==> src/rtl/barrel_shifter32.sv <==
// 32-bit registered barrel shifter: SRA / SRL / SLL selected by aluc, built
// from five fixed-distance stages so no variable-amount shift is ever inferred.
module barrel_shifter32 (
    input  logic        clk,
    input  logic        rst_n,
    input  logic [31:0] a,
    input  logic [4:0]  b,
    input  logic [1:0]  aluc,
    output logic [31:0] c
);

    localparam int unsigned DATA_W = 32;

    logic              w_left;
    logic              w_fill;
    logic [DATA_W-1:0] w_s0;
    logic [DATA_W-1:0] w_s1;
    logic [DATA_W-1:0] w_s2;
    logic [DATA_W-1:0] w_s3;
    logic [DATA_W-1:0] w_s4;
    logic [DATA_W-1:0] w_s5;
    logic [DATA_W-1:0] r_c;

    // aluc[1] picks left shift; only SRA (00) fills with the sign bit.
    assign w_left = aluc[1];
    assign w_fill = (aluc == 2'b00) ? a[DATA_W-1] : 1'b0;
    assign w_s0   = a;

    assign w_s1 = !b[0] ? w_s0 :
                  w_left ? {w_s0[DATA_W-2:0], 1'b0}
                         : {w_fill, w_s0[DATA_W-1:1]};

    assign w_s2 = !b[1] ? w_s1 :
                  w_left ? {w_s1[DATA_W-3:0], 2'b0}
                         : {{2{w_fill}}, w_s1[DATA_W-1:2]};

    assign w_s3 = !b[2] ? w_s2 :
                  w_left ? {w_s2[DATA_W-5:0], 4'b0}
                         : {{4{w_fill}}, w_s2[DATA_W-1:4]};

    assign w_s4 = !b[3] ? w_s3 :
                  w_left ? {w_s3[DATA_W-9:0], 8'b0}
                         : {{8{w_fill}}, w_s3[DATA_W-1:8]};

    assign w_s5 = !b[4] ? w_s4 :
                  w_left ? {w_s4[DATA_W-17:0], 16'b0}
                         : {{16{w_fill}}, w_s4[DATA_W-1:16]};

    // Single output register; reset clears any in-flight result.
    always_ff @(posedge clk or negedge rst_n) begin
        if (!rst_n) begin
            r_c <= '0;
        end else begin
            r_c <= w_s5;
        end
    end

    assign c = r_c;

endmodule

==> config.mk <==
export PLATFORM = sky130hd
export DESIGN_NAME = barrel_shifter32
export DESIGN_NICKNAME = d
export VERILOG_FILES = /design/src/rtl/barrel_shifter32.sv
export SDC_FILE = /design/constraint.sdc
export NUM_CORES = 1
export LEC_CHECK = 0
export CAP_MARGIN = 20
export CORE_ASPECT_RATIO = 0.5
export CORE_UTILIZATION = 52
export DETAILED_ROUTE_END_ITERATION = 6
export DONT_BUFFER_PORTS = 1
export PLACE_DENSITY = 0.67
export RECOVER_POWER = 25
export SETUP_SLACK_MARGIN = 0.05
export SLEW_MARGIN = 5
export SYNTH_ARGS = -nofsm -noshare
export SYNTH_HDL_FRONTEND = slang
export SYNTH_SLANG_ARGS = --single-unit
==> constraint.sdc <==
create_clock -name clk -period 0.8 [get_ports clk]
set_clock_uncertainty 0.05 [all_clocks]
set_input_delay 0.12 -clock clk [delete_from_list [all_inputs] [get_ports clk]]
set_output_delay 0.12 -clock clk [all_outputs]
set_load 0.01 [all_outputs]
==> results of run 1 <==
layer usage:
layer | wire [um] | part of all wire, % | global-route usage, % | vias up
li1 | - | - | - | 2786
met1 | 9720 | 38 | 65.9 | 3197
met2 | 9750 | 38 | 68.1 | 760
met3 | 5010 | 20 | 22.9 | 169
met4 | 1160 | 4.5 | 14.8 | 0
met5 | 0 | 0 | 0 | -
per-stage QoR:
stage	power, uW	util [%]	cells	cell area [um^2]
5_1_grt	8500	79.2	900	7110
3_5_place_dp	5410	68.4	872	6140
6_report	8310	79.2	900	7110
3_3_place_gp	5380	68.4	872	6140
2_1_floorplan	4330	-	666	5310
4_1_cts	7760	76.0	897	6820
repair_timing:
| action | CTS | global route |
|---|---|---|
| gates resized for setup | 80 | 56 |
| hold endpoints to repair | 40 | 35 |
| endpoints found under the setup margin | 64 | 64 |
| setup buffers | 18 | 4 |
| pin swaps | 47 | 22 |
logic make-up after synthesis:
group                  count (synthesis)
AOI/OAI and AO/OA                    255
and+or+nand+nor                      225
muxes                                 85
buffers and inverters                 69
DFF                                   32
cells in the mapped netlist, drive strengths merged (5+ instances only):
cell type	n	share of area (%)
clkbuf	27	2.0
a21oi	51	5.2
nor3	29	3.1
o22ai	14	1.8
a211oi	39	6.4
inv	7	0.53
o31ai	5	0.76
buf	34	4.7
o21ai	54	5.5
o32ai	5	0.88
a31oi	11	1.4
mux2i	63	13
nand2	53	4.0
a22oi	5	0.76
a211o	5	0.88
and2	9	1.1
nor2	77	5.9
a221oi	8	1.7
nand3	12	1.2
nand2b	9	1.1
nor2b	9	1.1
mux2	14	3.3
mux4	8	3.6
o211ai	13	2.0
dfrtp	32	16
or2	6	0.76
power breakdown:
group	total (uW)	internal [uW]	switching, uW
sequential	2010	1820	184
clock	1940	1300	637
combinational	4370	2010	2360
critical path, stage by stage:
cell                        delay, ns
sky130_fd_sc_hd__mux2_4          0.29
sky130_fd_sc_hd__mux4_2          0.55
sky130_fd_sc_hd__o21ai_0         0.23
sky130_fd_sc_hd__a21oi_1         0.09
sky130_fd_sc_hd__a2bb2oi_1       0.16
sky130_fd_sc_hd__o32a_1          0.24
worst min-delay path by stage:
stage                      from    end  slack, ns  depth (start not counted)
after floorplan           rst_n   c[0]      -0.23                          0
after global placement    rst_n   c[1]      -0.23                          0
after detailed placement  rst_n   c[1]      -0.23                          0
after CTS                 rst_n  c[30]      -0.52                          0
after global routing      rst_n  c[22]      -0.53                          0
final                     rst_n  c[13]      -0.52                          0
cell type report:
cell class / count / area (um^2) / share of cell area [%]
tap: 117 / 146 / 2.06
inverter: 8 / 37.5 / 0.528
multi-input combinational: 565 / 4580 / 64.4
clock buffer: 7 / 153 / 2.15
sequential: 32 / 801 / 11.3
timing repair buffer: 171 / 1390 / 19.6
==> run_summary.xml, run 1 <==
<?xml version="1.0" encoding="UTF-8"?>
<metrics>
  <group name="run_status">
    <metric name="run_status" unit="">finished, violations left</metric>
    <metric name="violated_checks" unit="">DRC, hold timing, setup timing</metric>
  </group>
  <group name="global_route">
    <metric name="grt.overflow.total" unit="">0</metric>
    <metric name="grt_start_max_net_pins" unit="">131</metric>
    <metric name="first_pass_grt_wire_length" unit="mm">36.2</metric>
    <metric name="global_routing_usage_summed_across_all_routing_layers" unit="%">48.7</metric>
    <metric name="via_count_of_the_first_global_routing_pass" unit="">6064</metric>
    <metric name="antenna_found_initial" unit="">0</metric>
  </group>
  <group name="detailed_routing">
    <metric name="post-route-drc-count" unit="">54</metric>
    <metric name="detailedRoute.firstPassIterationCount" unit="">7</metric>
    <metric name="antenna_left" unit="">0</metric>
    <metric name="drt-total-wl" unit="mm">25.6</metric>
    <metric name="routed-via-count" unit="">6912</metric>
    <metric name="drt-vias-per-instance" unit="">7.68</metric>
    <metric name="drtIter0Drc" unit="">1275</metric>
    <metric name="routed_wire_length_per_instance" unit="um">28.5</metric>
  </group>
  <group name="pwr">
    <metric name="ir_drop" unit="V">0.000778</metric>
    <metric name="cellPowerDensity" unit="nW/um^2">1170</metric>
    <metric name="static_leak" unit="uW">0.00294</metric>
  </group>
  <group name="synthesis">
    <metric name="synthMuxAreaShare" unit="%">19.7</metric>
    <metric name="synth_fp_nets" unit="">707</metric>
    <metric name="synth.ff_latch_count" unit="">32</metric>
    <metric name="synth-warning-count" unit="">0</metric>
    <metric name="mappedNetlistArea" unit="um^2">4950</metric>
    <metric name="synth-adder-area-share" unit="%">0</metric>
    <metric name="post_synth_xor_area_fraction" unit="%">0</metric>
    <metric name="synth-seq-area-share" unit="%">16.2</metric>
    <metric name="synthesis.area_per_instance" unit="um^2">7.44</metric>
    <metric name="proportion_of_synthesized_flip_flops_having_asynchronous_set_or_reset" unit="%">100</metric>
    <metric name="synth_compound_area_share" unit="%">35.2</metric>
    <metric name="number_of_enable_type_register_cells_in_the_synthesized_netlist" unit="">0</metric>
    <metric name="top_reg_cell_synth" unit="">sky130_fd_sc_hd__dfrtp_1</metric>
    <metric name="synth_top_family_by_area" unit="">compound AO/OA/AOI/OAI gates</metric>
    <metric name="post_synth_num_cell_types" unit="">72</metric>
    <metric name="synthSimpleGateAreaFrac" unit="%">21.6</metric>
    <metric name="post_synthesis_cell_count" unit="">666</metric>
  </group>
  <group name="sta">
    <metric name="finalHoldViolCount" unit="">34</metric>
    <metric name="setup-violations-final" unit="">64</metric>
    <metric name="timing.final.crit_period" unit="ns">1.60</metric>
    <metric name="maxClockFrequency" unit="MHz">626</metric>
    <metric name="timing_worst_slew_pin_value" unit="ns">0.635</metric>
    <metric name="fin_crit_sh" unit="%">200</metric>
    <metric name="postLayoutSetupSlackWorst" unit="ns">-0.797</metric>
    <metric name="hold_ws" unit="ns">-0.521</metric>
    <metric name="setup_tns" unit="ns">-22.26</metric>
    <metric name="unrepaired_setup_endpoints_after_global_routing" unit="">yes</metric>
    <metric name="timing.slew.headroom" unit="%">57.2</metric>
    <metric name="drv_slew" unit="">0</metric>
  </group>
  <group name="floorplan">
    <metric name="chipHeight" unit="um">71.0</metric>
    <metric name="die_area" unit="um^2">9950</metric>
    <metric name="starting_density_of_the_core" unit="%">55.2</metric>
    <metric name="floorplan.core_area" unit="um^2">8980</metric>
    <metric name="row_count" unit="">24</metric>
    <metric name="design.portCount" unit="">73</metric>
    <metric name="fp.dieW" unit="um">140</metric>
  </group>
  <group name="worst_setup_path">
    <metric name="timing_worst_setup_path_type" unit="">in -&gt; reg</metric>
    <metric name="crit_end" unit="">c[31]</metric>
    <metric name="worst-path-max-fanout" unit="">84</metric>
    <metric name="cp.required" unit="ns">0.88</metric>
    <metric name="cp-end-kind" unit="">flip-flop</metric>
    <metric name="worst_setup_path_start_kind" unit="">input pin</metric>
    <metric name="cp_data_arrival_time" unit="ns">1.68</metric>
    <metric name="cp-startpoint" unit="">aluc[1]</metric>
  </group>
  <group name="final_layout">
    <metric name="layout.nets" unit="">824</metric>
    <metric name="insertedDiodeCount" unit="">0</metric>
    <metric name="most_common_library_cell_in_the_layout_ignoring_fill_and_taps" unit="">sky130_fd_sc_hd__buf_4</metric>
    <metric name="final_cell_mix" unit="">sky130_fd_sc_hd__buf_4 (152), sky130_fd_sc_hd__nor2_1 (64), sky130_fd_sc_hd__mux2i_1 (57)</metric>
    <metric name="layout_overhead_on_the_synthesized_area" unit="%">43.5</metric>
    <metric name="layout-drive-gt1-share" unit="%">44.4</metric>
    <metric name="fillers" unit="">574</metric>
    <metric name="largest_register_ffs" unit="">32</metric>
  </group>
  <group name="clocking">
    <metric name="max-clock-path-buffers" unit="">2</metric>
    <metric name="cts_buffers" unit="">5</metric>
    <metric name="cts_root_buffer" unit="">sky130_fd_sc_hd__clkbuf_16</metric>
    <metric name="cts_max_level" unit="">2</metric>
    <metric name="cts.sinks" unit="">32</metric>
    <metric name="cts_tree" unit="">built</metric>
    <metric name="cts_hold_repair.buffers" unit="">1</metric>
    <metric name="clkSlewWorstSetupHoldPaths" unit="ns">0.06</metric>
  </group>
  <group name="placed_design">
    <metric name="place_congestion" unit="">1.11</metric>
    <metric name="post-dp-hpwl" unit="mm">17.1</metric>
    <metric name="io_buffer_count" unit="">0</metric>
    <metric name="placement.setup.worst_slack" unit="ns">-1.00</metric>
  </group>
  <group name="flow_run">
    <metric name="maxCapViolations" unit="">0</metric>
  </group>
  <group name="hold_path">
    <metric name="hold_class" unit="">in -&gt; async</metric>
  </group>
</metrics>
No activity file was read; power rests on OpenSTA's default activity.
==> run 2, diff against run 1 <==
Settings changed: PLACE_DENSITY 0.67 to 0.76.
==> run 2 against run 1 <==
The flow still finishes with violations (DRC, hold timing, setup timing). Die area did not move. Final area down 0.67%. Non-clock buffer count decreased by 12. Worst setup slack worse by 0.056 ns. Maximum frequency decreased by 3.4%. Clock-buffer cell count decreased by 1. Critical path depth unchanged. Core utilization decreased by 0.53 points. Worst hold slack better by 0.0034 ns. Via count decreased by 3.2%. Final cell count fell by 1.2%. First-iteration DRC count is 6.2% lower. Critical endpoint is now c[6]. Highest routed layer unchanged.
==> run_summary.xml, run 2 (synthesis results as in run 1) <==
<?xml version="1.0" encoding="UTF-8"?>
<metrics>
  <group name="clocking">
    <metric name="cts_max_level" unit="">2</metric>
    <metric name="cts.sinks" unit="">32</metric>
    <metric name="cts_buffers" unit="">5</metric>
    <metric name="clkSlewWorstSetupHoldPaths" unit="ns">0.06</metric>
    <metric name="cts_tree" unit="">built</metric>
    <metric name="cts_root_buffer" unit="">sky130_fd_sc_hd__clkbuf_16</metric>
    <metric name="max-clock-path-buffers" unit="">2</metric>
  </group>
  <group name="worst_setup_path">
    <metric name="worstPathCellList" unit="">mux2_4, mux4_2, a221oi_2, a32oi_2, a22oi_1, o21ai_1</metric>
    <metric name="cp_slowest_stage_delay" unit="ns">0.51</metric>
    <metric name="timing_worst_setup_path_type" unit="">in -&gt; reg</metric>
    <metric name="cpMaxStageDelayCell" unit="">sky130_fd_sc_hd__mux4_2</metric>
    <metric name="cp_data_arrival_time" unit="ns">1.76</metric>
    <metric name="cp-end-kind" unit="">flip-flop</metric>
    <metric name="cp-startpoint" unit="">aluc[1]</metric>
    <metric name="worst_setup_path_start_kind" unit="">input pin</metric>
    <metric name="worst-path-max-fanout" unit="">84</metric>
    <metric name="cp.required" unit="ns">0.90</metric>
  </group>
  <group name="placed_design">
    <metric name="place_congestion" unit="">1.07</metric>
    <metric name="post-dp-hpwl" unit="mm">17.3</metric>
    <metric name="io_buffer_count" unit="">0</metric>
    <metric name="placement.setup.worst_slack" unit="ns">-1.04</metric>
  </group>
  <group name="floorplan">
    <metric name="fp.dieW" unit="um">140</metric>
    <metric name="starting_density_of_the_core" unit="%">55.2</metric>
    <metric name="die_area" unit="um^2">9950</metric>
    <metric name="row_count" unit="">24</metric>
    <metric name="chipHeight" unit="um">71.0</metric>
    <metric name="design.portCount" unit="">73</metric>
    <metric name="floorplan.core_area" unit="um^2">8980</metric>
  </group>
  <group name="global_route">
    <metric name="grt.overflow.total" unit="">0</metric>
    <metric name="via_count_of_the_first_global_routing_pass" unit="">5884</metric>
    <metric name="grt_start_max_net_pins" unit="">131</metric>
    <metric name="global_routing_usage_summed_across_all_routing_layers" unit="%">48.4</metric>
    <metric name="first_pass_grt_wire_length" unit="mm">36.2</metric>
    <metric name="antenna_found_initial" unit="">0</metric>
  </group>
  <group name="detailed_routing">
    <metric name="antenna_left" unit="">0</metric>
    <metric name="top_signal_layer_used" unit="">met4</metric>
    <metric name="post-route-drc-count" unit="">17</metric>
    <metric name="routed-via-count" unit="">6690</metric>
    <metric name="routed_wire_length_per_instance" unit="um">28.4</metric>
    <metric name="detailedRoute.firstPassIterationCount" unit="">7</metric>
    <metric name="drtIter0Drc" unit="">1196</metric>
    <metric name="route.met3.wl" unit="mm">4.59</metric>
    <metric name="drt-total-wl" unit="mm">25.2</metric>
    <metric name="routedLengthMet1" unit="mm">9.90</metric>
    <metric name="detailroute.wirelength.met2" unit="mm">9.68</metric>
    <metric name="drt-vias-per-instance" unit="">7.53</metric>
  </group>
  <group name="hold_path">
    <metric name="hold_class" unit="">in -&gt; async</metric>
  </group>
  <group name="pwr">
    <metric name="pwr-share-comb" unit="%">51.0</metric>
    <metric name="p_int" unit="uW">5250</metric>
    <metric name="ir_drop" unit="V">0.000846</metric>
    <metric name="power.share.switching" unit="%">37.5</metric>
    <metric name="clock_power_share" unit="%">25.3</metric>
    <metric name="switching_power" unit="uW">3150</metric>
    <metric name="cellPowerDensity" unit="nW/um^2">1190</metric>
    <metric name="share_seq_of_total_power" unit="%">23.7</metric>
    <metric name="static_leak" unit="uW">0.00287</metric>
    <metric name="design_power_total" unit="uW">8400</metric>
  </group>
  <group name="run_status">
    <metric name="run_status" unit="">finished, violations left</metric>
    <metric name="violated_checks" unit="">DRC, hold timing, setup timing</metric>
  </group>
  <group name="final_layout">
    <metric name="most_common_library_cell_in_the_layout_ignoring_fill_and_taps" unit="">sky130_fd_sc_hd__buf_4</metric>
    <metric name="layout-drive-gt1-share" unit="%">44.4</metric>
    <metric name="insertedDiodeCount" unit="">0</metric>
    <metric name="layout.nets" unit="">812</metric>
    <metric name="final_cell_mix" unit="">sky130_fd_sc_hd__buf_4 (148), sky130_fd_sc_hd__nor2_1 (62), sky130_fd_sc_hd__mux2i_1 (56)</metric>
    <metric name="fillers" unit="">589</metric>
    <metric name="largest_register_ffs" unit="">32</metric>
    <metric name="layout_overhead_on_the_synthesized_area" unit="%">42.5</metric>
  </group>
  <group name="sta">
    <metric name="unrepaired_setup_endpoints_after_global_routing" unit="">yes</metric>
    <metric name="timing.final.crit_period" unit="ns">1.65</metric>
    <metric name="fin_crit_sh" unit="%">207</metric>
    <metric name="drv_slew" unit="">0</metric>
    <metric name="finalHoldViolCount" unit="">40</metric>
    <metric name="timing_worst_slew_pin_value" unit="ns">0.555</metric>
    <metric name="timing.slew.headroom" unit="%">62.6</metric>
    <metric name="setup-violations-final" unit="">64</metric>
    <metric name="postLayoutSetupSlackWorst" unit="ns">-0.854</metric>
    <metric name="maxClockFrequency" unit="MHz">605</metric>
    <metric name="hold_ws" unit="ns">-0.518</metric>
  </group>
  <group name="flow_run">
    <metric name="maxCapViolations" unit="">0</metric>
  </group>
</metrics>
[run 2: changes by cell type in the layout (fill, tap and decap cells not counted), moves of 3 or more]
cell | previous run | this run
sky130_fd_sc_hd__a211oi_4 | 3 | 7
sky130_fd_sc_hd__nor2_4 | 3 | 7
sky130_fd_sc_hd__buf_4 | 152 | 148
sky130_fd_sc_hd__a211oi_1 | 13 | 16
sky130_fd_sc_hd__a211oi_2 | 23 | 16
sky130_fd_sc_hd__buf_6 | 13 | 6
[run 2: through the flow]
stage                     cell area, um^2  TNS, ns  utilization, %  cells  hold WS [ns]
after floorplan                      5310   -24.32               -    666        -0.226
after global placement               6130   -27.80            68.3    868        -0.225
after detailed placement             6130   -29.00            68.3    868        -0.225
after CTS                            6720   -18.32            74.8    881        -0.515
after global routing                 7060   -22.98            78.7    889        -0.523
final                                7060   -22.96            78.7    889        -0.518
[run 2: area by class of cell]
cell class                 instances  area (um^2)  share of cell area (%)
clock buffer                       6          129                    1.82
sequential                        32          801                    11.3
clock inverter                     2         35.0                   0.496
multi-input combinational        565         4640                    65.7
inverter                           8         40.0                   0.567
timing repair buffer             159         1270                    18.0
tap                              117          146                    2.07
[run 2: final timing paths]
kind	to	slack, ns
max	c[6]	-0.85
min	c[15]	-0.52
max in group asynchronous	c[3]	1.13
min in group clk	c[16]	-0.09
[run 2: what timing repair did]
item,4_1_cts,5_1_grt
endpoints found under the hold margin,43,39
setup buffers,6,8
pin swaps,39,29
resized for setup,85,59
gates cloned,0,0
setup endpoints to repair,64,64
[run 2: critical path: cells and delay by family]
family | cells | cell delay, ns
multiplexers | 2 | 0.83
AO/OA/AOI/OAI | 4 | 0.75
[run 2: power groups by stage]
stage / combinational (uW) / clock (uW) / sequential, uW
6_report: 4280 / 2130 / 1990
5_1_grt: 4400 / 2230 / 2010
4_1_cts: 3730 / 2130 / 1990
3_5_place_dp: 3380 / 0 / 2020
3_3_place_gp: 3350 / 0 / 2020
2_1_floorplan: 2320 / 0 / 2000
[run 2: per-layer routing]
metal  vias up  global-route usage [%]
li1       2764                       -
met1      3052                    70.2
met2       729                    68.4
met3       145                    15.4
met4         0                    12.5
met5         -                       0
==> run 3, diff against run 2 <==
Clock period 0.8 ns to 1.85 ns, I/O delays scaled along.
==> run 3 against run 2 <==
Final cell count is 5.8% lower. Sequential share of layout area grew 2.4 points. Highest routed layer unchanged. Critical path depth up 1. Core utilization is 14 points lower. Largest cell class unchanged. Sequential power is 57% lower. Clock power fell by 61%. Power down 63%. Critical endpoint is now c[24]. The flow now finishes without violations.
==> run_summary.xml, run 3 (synthesis results as in run 1) <==
<?xml version="1.0" encoding="UTF-8"?>
<metrics>
  <group name="sta">
    <metric name="postLayoutSetupSlackWorst" unit="ns">0.0219</metric>
    <metric name="maxClockFrequency" unit="MHz">547</metric>
    <metric name="setup-violations-final" unit="">0</metric>
    <metric name="timing.slew.headroom" unit="%">47.5</metric>
    <metric name="timing_worst_slew_pin_value" unit="ns">0.788</metric>
    <metric name="timing.final.crit_period" unit="ns">1.83</metric>
    <metric name="fin_crit_sh" unit="%">98.8</metric>
    <metric name="unrepaired_setup_endpoints_after_global_routing" unit="">yes</metric>
    <metric name="finalHoldViolCount" unit="">0</metric>
    <metric name="drv_slew" unit="">0</metric>
  </group>
  <group name="hold_path">
    <metric name="number_of_cells_on_the_worst_hold_path" unit="">1</metric>
    <metric name="hold_class" unit="">in -&gt; reg</metric>
  </group>
  <group name="final_layout">
    <metric name="final_cell_mix" unit="">sky130_fd_sc_hd__buf_4 (102), sky130_fd_sc_hd__nor2_1 (76), sky130_fd_sc_hd__mux2i_1 (63)</metric>
    <metric name="post-route-util" unit="%">64.9</metric>
    <metric name="fillers" unit="">778</metric>
    <metric name="multiInputGateArea" unit="um^2">3840</metric>
    <metric name="final_cell_count_no_fill" unit="">837</metric>
    <metric name="area.sequential" unit="um^2">801</metric>
    <metric name="layout_overhead_on_the_synthesized_area" unit="%">17.7</metric>
    <metric name="layout-drive-gt1-share" unit="%">23.1</metric>
    <metric name="layout.nets" unit="">761</metric>
    <metric name="insertedDiodeCount" unit="">0</metric>
    <metric name="largest_register_ffs" unit="">32</metric>
    <metric name="most_common_library_cell_in_the_layout_ignoring_fill_and_taps" unit="">sky130_fd_sc_hd__buf_4</metric>
  </group>
  <group name="floorplan">
    <metric name="design.portCount" unit="">73</metric>
    <metric name="chipHeight" unit="um">71.0</metric>
    <metric name="starting_density_of_the_core" unit="%">55.2</metric>
    <metric name="die_area" unit="um^2">9950</metric>
    <metric name="fp.dieW" unit="um">140</metric>
    <metric name="row_count" unit="">24</metric>
    <metric name="floorplan.core_area" unit="um^2">8980</metric>
  </group>
  <group name="worst_setup_path">
    <metric name="timing_worst_setup_path_type" unit="">in -&gt; reg</metric>
    <metric name="worst_setup_path_start_kind" unit="">input pin</metric>
    <metric name="cp_data_arrival_time" unit="ns">1.91</metric>
    <metric name="cp-end-kind" unit="">flip-flop</metric>
    <metric name="worst-path-max-fanout" unit="">84</metric>
    <metric name="cp.required" unit="ns">1.93</metric>
  </group>
  <group name="global_route">
    <metric name="grt_start_max_net_pins" unit="">131</metric>
    <metric name="via_count_of_the_first_global_routing_pass" unit="">5386</metric>
    <metric name="global_routing_usage_summed_across_all_routing_layers" unit="%">43.2</metric>
    <metric name="grt.overflow.total" unit="">0</metric>
    <metric name="first_pass_grt_wire_length" unit="mm">32.4</metric>
    <metric name="antenna_found_initial" unit="">0</metric>
  </group>
  <group name="clocking">
    <metric name="cts_max_level" unit="">2</metric>
    <metric name="cts_buffers" unit="">5</metric>
    <metric name="cts.sinks" unit="">32</metric>
    <metric name="cts_root_buffer" unit="">sky130_fd_sc_hd__clkbuf_16</metric>
    <metric name="clkSlewWorstSetupHoldPaths" unit="ns">0.06</metric>
    <metric name="cts_tree" unit="">built</metric>
    <metric name="max-clock-path-buffers" unit="">2</metric>
  </group>
  <group name="placed_design">
    <metric name="numPlacedInstances" unit="">828</metric>
    <metric name="placement.setup.worst_slack" unit="ns">-0.215</metric>
    <metric name="post-dp-hpwl" unit="mm">16.0</metric>
    <metric name="place_congestion" unit="">1.05</metric>
    <metric name="io_buffer_count" unit="">0</metric>
  </group>
  <group name="pwr">
    <metric name="cellPowerDensity" unit="nW/um^2">538</metric>
    <metric name="static_leak" unit="uW">0.00245</metric>
    <metric name="ir_drop" unit="V">0.000268</metric>
  </group>
  <group name="detailed_routing">
    <metric name="routed_wire_length_per_instance" unit="um">25.6</metric>
    <metric name="drt-vias-per-instance" unit="">7.18</metric>
    <metric name="post-route-drc-count" unit="">0</metric>
    <metric name="detailedRoute.firstPassIterationCount" unit="">6</metric>
    <metric name="routed-via-count" unit="">6006</metric>
    <metric name="drtIter0Drc" unit="">965</metric>
    <metric name="drt-total-wl" unit="mm">21.4</metric>
    <metric name="antenna_left" unit="">0</metric>
  </group>
  <group name="run_status">
    <metric name="run_status" unit="">complete, no violations</metric>
  </group>
  <group name="flow_run">
    <metric name="maxCapViolations" unit="">0</metric>
  </group>
</metrics>
-- run 3: cell types whose count changed in the layout (fill, tap and decap cells not counted), moves of 8 or more --
cell and change:
sky130_fd_sc_hd__nor3_1 +12, sky130_fd_sc_hd__a211oi_2 -10, sky130_fd_sc_hd__buf_4 -46, sky130_fd_sc_hd__nand2_1 +8, sky130_fd_sc_hd__nor3_2 -9, sky130_fd_sc_hd__o21ai_0 +13
sky130_fd_sc_hd__a21oi_1 +16, sky130_fd_sc_hd__nor2_1 +14, sky130_fd_sc_hd__a21oi_2 -12, sky130_fd_sc_hd__a211oi_1 +17
-- run 3: routing by layer --
| metal | wire length (um) | vias up | global-route usage (%) |
|---|---|---|---|
| met2 | 7910 | 528 | 56.7 |
| met3 | 4130 | 46 | 18.1 |
| met5 | 0 | - | 0 |
| met4 | 343 | 0 | 7.94 |
| met1 | 9020 | 2775 | 64.2 |
| li1 | - | 2657 | - |
-- run 3: report_power, final --
part / total [uW] / switching [uW] / internal, uW
clock network: 839 / 277 / 562
registers: 861 / 72.9 / 788
logic: 1430 / 795 / 639
total: 3130 / 1150 / 1990
-- run 3: worst max-delay path: stages --
cell and delay, ns:
sky130_fd_sc_hd__nand2b_1 0.19, sky130_fd_sc_hd__buf_12 0.17, sky130_fd_sc_hd__o22ai_1 0.17, sky130_fd_sc_hd__nor3_1 0.09
sky130_fd_sc_hd__nor3_1 0.43, sky130_fd_sc_hd__nor2_1 0.13, sky130_fd_sc_hd__o32ai_1 0.41
-- run 3: timing repair --
action,CTS,global route
endpoints found under the hold margin,32,0
setup endpoints to repair,0,5
buffers inserted,0,1
gates resized for setup,0,5
hold buffers,2,0
-- run 3: layout make-up --
| type | count | share of cell area (%) |
|---|---|---|
| tap | 117 | 2.51 |
| timing repair buffer | 108 | 14.8 |
| clock buffer | 7 | 2.62 |
| sequential | 32 | 13.7 |
| inverter | 8 | 0.515 |
| multi-input combinational | 565 | 65.9 |
-- run 3: path summary, 6_finish.rpt --
path                       startpoint     to  slack [ns]
max in group asynchronous       rst_n  c[19]        0.67
hold / removal                   b[4]  c[31]        0.09
setup / recovery              aluc[1]  c[24]        0.02
min in group asynchronous       rst_n  c[28]        0.57
-- run 3: stage by stage --
stage               total power, uW  hold WS [ns]  area (um^2)  TNS (ns)
CTS                            3060        0.0831         5810         0
finish                         3130        0.0912         5830         0
global route                   3250        0.0889         5830         0
global placement               2190       -0.0676         5630     -1.33
floorplan                      1780       -0.0681         4980    -0.134
detailed placement             2200       -0.0675         5630     -1.32
